$ cat config.mk
export PLATFORM = sky130hd
export DESIGN_NAME = line_packer
export DESIGN_NICKNAME = d
export VERILOG_FILES = /design/src/rtl/line_packer.sv
export SDC_FILE = /design/constraint.sdc
export NUM_CORES = 1
export LEC_CHECK = 0
export ABC_CLOCK_PERIOD_IN_PS = 2900
export CAP_MARGIN = 10
export CORE_UTILIZATION = 40
export CTS_CLUSTER_SIZE = 10
export DETAILED_ROUTE_END_ITERATION = 8
export GPL_TIMING_DRIVEN = 0
export PLACE_DENSITY_LB_ADDON = 0.3
export SYNTH_ARGS = -nofsm -noshare
export SYNTH_HDL_FRONTEND = slang
export SYNTH_SLANG_ARGS = --single-unit
$ cat constraint.sdc
create_clock -name clock -period 2.9 [get_ports clock]
set_input_delay 0.435 -clock clock [delete_from_list [all_inputs] [get_ports clock]]
set_output_delay 0.435 -clock clock [all_outputs]
set_load 0.03 [all_outputs]
$ cat src/rtl/line_packer.sv
// Packs BEAT_WIDTH-wide input beats into one BEATS-wide line with a per-beat valid mask.
// pin_last closes a line early, and flush drops any partial or held line.
module line_packer #(
    parameter int BEAT_WIDTH = 16,
    parameter int BEATS      = 4,
    localparam int IW        = (BEATS > 1) ? $clog2(BEATS) : 1,
    localparam int LW        = BEATS * BEAT_WIDTH
) (
    input  logic                  clock,
    input  logic                  reset,
    input  logic                  flush,
    input  logic                  pin_valid,
    output logic                  pin_ready,
    input  logic [BEAT_WIDTH-1:0] pin_data,
    input  logic                  pin_last,
    output logic                  pout_valid,
    input  logic                  pout_ready,
    output logic [LW-1:0]         pout_data,
    output logic [BEATS-1:0]      pout_mask,
    output logic                  dbg_state
);

    // Handshake: a transfer happens on a rising clock edge when valid & ready are both high.
    // pout_valid never looks at pout_ready. Once raised, it stays high with stable data and
    // mask until the line is accepted or flushed.

    typedef enum logic {
        COLLECT = 1'b0,
        HOLD    = 1'b1
    } state_e;

    state_e             state_q, state_d;
    logic [IW-1:0]      idx_q, idx_d;
    logic [LW-1:0]      data_q, data_d;
    logic [BEATS-1:0]   mask_q, mask_d;
    logic               flush_eff;

    always_ff @(posedge clock or negedge reset) begin
        if (!reset) begin
            state_q <= COLLECT;
            idx_q   <= '0;
            data_q  <= '0;
            mask_q  <= '0;
        end else begin
            state_q <= state_d;
            idx_q   <= idx_d;
            data_q  <= data_d;
            mask_q  <= mask_d;
        end
    end

    always_comb begin
        state_d = state_q;
        idx_d   = idx_q;
        data_d  = data_q;
        mask_d  = mask_q;
        if (flush) begin
            state_d = COLLECT;
            idx_d   = '0;
            data_d  = '0;
            mask_d  = '0;
        end else begin
            case (state_q)
                COLLECT: begin
                    if (pin_valid) begin
                        data_d[int'(idx_q)*BEAT_WIDTH +: BEAT_WIDTH] = pin_data;
                        mask_d[idx_q] = 1'b1;
                        if (pin_last || idx_q == IW'(BEATS - 1)) begin
                            state_d = HOLD;
                            idx_d   = '0;
                        end else begin
                            idx_d = idx_q + IW'(1);
                        end
                    end
                end
                HOLD: begin
                    if (pout_ready) begin
                        // Line leaves this cycle; a simultaneous beat starts the next line in slot 0.
                        state_d = COLLECT;
                        idx_d   = '0;
                        data_d  = '0;
                        mask_d  = '0;
                        if (pin_valid) begin
                            data_d[BEAT_WIDTH-1:0] = pin_data;
                            mask_d[0] = 1'b1;
                            if (pin_last) begin
                                state_d = HOLD;
                            end else begin
                                idx_d = IW'(1);
                            end
                        end
                    end
                end
                default: begin
                    state_d = COLLECT;
                end
            endcase
        end
    end

    // Flush only masks the handshakes outside reset, so pin_ready reads 1 while in reset.
    always_comb begin
        flush_eff  = flush & reset;
        pin_ready  = 1'b0;
        pout_valid = 1'b0;
        case (state_q)
            COLLECT: pin_ready  = ~flush_eff;
            HOLD: begin
                pin_ready  = pout_ready & ~flush_eff;
                pout_valid = ~flush_eff;
            end
            default: pin_ready = 1'b0;
        endcase
        pout_data = data_q;
        pout_mask = mask_q;
        dbg_state = state_q;
    end

endmodule
==> metrics.md <==
| Metric | Value |
|---|---|
| DRC Markers | 0 |
| Avg Inst Size Synth | around 13 um2 |
| Synth warnings | 0 |
| Total CTS buffers | 9 |
| R2r startpoint | idx_q[0] |
| TritonCTS clock tree | built |
| Dpl hpwl | approximately 5.3 mm |
| Die area | between 7000 and 8000 um2 |
| CP max FO | 10 |
| Highest routed layer | met4 |
| Syn Inst Count | about 230 |
| Fin nets | between 300 and 400 |
| Initial Utilization | 0.412 |
| RSZ-0062 raised after global routing | no |
| WP data arrival | ~2.3 ns |
| Clk_lat worst skew | between 0.3 and 0.4 ns |
| Global-route wire length before repair | approximately 12 mm |
| Period minus WS final | 2.74 ns |
| HP Class | primary input to asynchronous set/reset pin |
| Die Wd | ~88 um |
| Lkg Pwr | 1.81 nW |
| Vias/cell | between 5 and 6 |
| Grt ovf | 0 |
| Clk_skew | 0.00835 ns |
| Synth cell types | 31 |
| Worst relative slew slack | 0.406 |
| Net count after synthesis | ~260 |
| Final worst path period share | 0.945 |
| Routed met1 length | 3.69 mm |
| Pin slew with the least headroom to its limit | approximately 0.89 ns |
| Placed cell area | 4010 um2 |
| Area Overhead vs Synth | 42.1% |
| Vias in the first global route | ~2200 |
| Max Freq | roughly 360 MHz |
| Total GRT Usage | 0.209 |
| Die height | 88.2 um |
| H-tree Lvls | 3 |
| CP startpoint kind | flip-flop |
| Setup TNS | 0 ns |
| Max VDD drop | 0.191 mV |
| Router iterations before antenna repair | 4 |
| CTS Buffer Depth | 2 |
| Met2 WL | about 3.4 mm |
| Dpl ws | about 0.093 ns |
| Register area share after synthesis | 0.598 |
| Final hold viol count | 0 |
| Final Cell Area | 4220 um2 |
| CTS Hold Bufs | 0 |
| Post-DRT Antenna Nets | 0 |
| Critical path class | flip-flop to output pin |
| Max-slew violations | 0 |
| FF+latch count, synth | a little over 70 |
| Core area | between 7000 and 8000 um2 |
| Clk root buf | clkbuf_8 |
| Antenna violations before repair | 0 |
| Diode count | 0 |
| DRT iter0 DRCs | between 100 and 150 |
| Critical path startpoint | dbg_state |
| Status | completed |
| R2r worst-path depth | 6 |
| I/O pin count | a little over 90 |
| CP required | 2.47 ns |
| Critical Path End Type | output pin |
| IO buf count | 92 |
| Largest net degree at the start of global routing | between 70 and 80 |
| # clock sinks | ~70 |
| Routability cong. | 0.817 |
| Row Count | 31 |
| Share of layout cells above drive strength 1 | 0.0863 |
| RR Endpoint | pout_data[27] |
| Max-cap violations | 0 |
| Routed WL | between 7 and 8 mm |
| Final worst slack | ~0.16 ns |
| Via count | approximately 2300 |
| Reg2reg setup slack | about 0.21 ns |
| WL/cell | between 15 and 20 um |
| Final Setup Violations | 0 |
| Clock transition at path regs | 0.08 ns |
| Pwr dens | 502 nW/um2 |
| Post-Syn Area | ~3000 um2 |
| Met3 routed WL | 394 um |
[cell usage in the layout (no fill, tap or decap), drive strengths merged, types with 4 or more instances in the layout]
cell and count:
buf 8, clkbuf 18, o2bb2ai 16, ha 8, a21oi 10, dfrtp 71, clkdlybuf4s50 91, nor2 5
nand2 4, o21ai 17, inv 7, a22o 48
[report_power, final]
group	internal [mW]	leakage (nW)	switching, mW
logic	0.113	0.729	0.188
registers	1.02	0.981	0.0206
clock network	0.398	0.0956	0.384
[worst max-delay path: stages (launching register included)]
cell and delay, ns:
dfrtp_1 0.42, buf_2 0.24, buf_1 0.36, a21boi_0 0.23
clkdlybuf4s50_1 0.70
[cell type report]
cell class / instances / area, um2
flip-flops and latches: 71 / 1780
plain buffers: 16 / 80.1
inverters: 6 / 22.5
well taps: 99 / 124
multi-input cells: 135 / 1100
repair buffers: 92 / 918
fillers: 614 / 2990
clock inverters: 7 / 72.6
clock buffers: 9 / 124
[timing repair]
action,in CTS,in global routing
buffers inserted,0,0
endpoints found under the setup margin,0,19
resized for setup,0,1
[per-stage QoR]
step	power [mW]	util	hold slack, ns	cells
after floorplan	1.21	-	0.139	228
after global placement	1.35	0.557	0.473	419
after detailed placement	1.36	0.556	0.476	419
after CTS	2.14	0.584	0.247	435
after global routing	2.21	0.585	0.276	435
final	2.12	0.585	0.218	435
[state kept, by name, indices dropped and copies added (netlist names)]
register / cells
dbg_state: 1
pout_mask: 4
idx_q: 2
pout_data: 64
[kinds of logic after synthesis]
logic type | share of synthesized area
AO/OA/AOI/OAI | 0.286
AND/OR/NAND/NOR | 0.0480
flip-flops | 0.598
adder cells (fa/ha/maj) | 0.0337
buffers and inverters | 0.0345
[how the worst max path moves through the flow]
stage                          endpoint  slack (ns)  cells past startpoint
after global placement       pout_valid       -1.90                      3
final                        pout_valid        0.16                      4
after detailed placement  pout_data[55]        0.09                      6
after floorplan           pout_data[22]        0.55                      6
after CTS                 pout_data[55]        0.07                      6
after global routing         pout_valid        0.04                      4
[per-layer routing]
metal | GRT usage | vias to the layer above
li1 | - | 1083
met1 | 0.318 | 1171
met2 | 0.280 | 80
met3 | 0.0330 | 13
met4 | 0.116 | 0
met5 | 0 | -
[synth_stat cells (all sizes together)]
| cell | n | area (um2) |
|---|---|---|
| a311oi | 1 | 8.76 |
| a21oi | 10 | 50.1 |
| nor2 | 5 | 18.8 |
| nand2b | 1 | 6.26 |
| buf | 7 | 46.3 |
| a2111oi | 3 | 70.1 |
| nand3 | 2 | 10.0 |
| nor3b | 1 | 7.51 |
| ha | 8 | 100 |
| a2bb2oi | 3 | 26.3 |
| nand3b | 3 | 22.5 |
| nor2b | 3 | 18.8 |
| a22o | 48 | 420 |
| nand2 | 4 | 15.0 |
| dfrtp | 71 | 1780 |
| o221a | 1 | 11.3 |
| or4b | 2 | 23.8 |
| o2bb2ai | 16 | 140 |
| clkbuf | 9 | 33.8 |
| nand4bb | 1 | 11.3 |
| and3b | 1 | 8.76 |
| a21boi | 1 | 7.51 |
| a22oi | 1 | 7.51 |
| o21ai | 17 | 85.1 |
| a211oi | 1 | 7.51 |
| a21o | 2 | 15.0 |
| inv | 6 | 22.5 |
No activity file was read; power rests on OpenSTA's default activity.
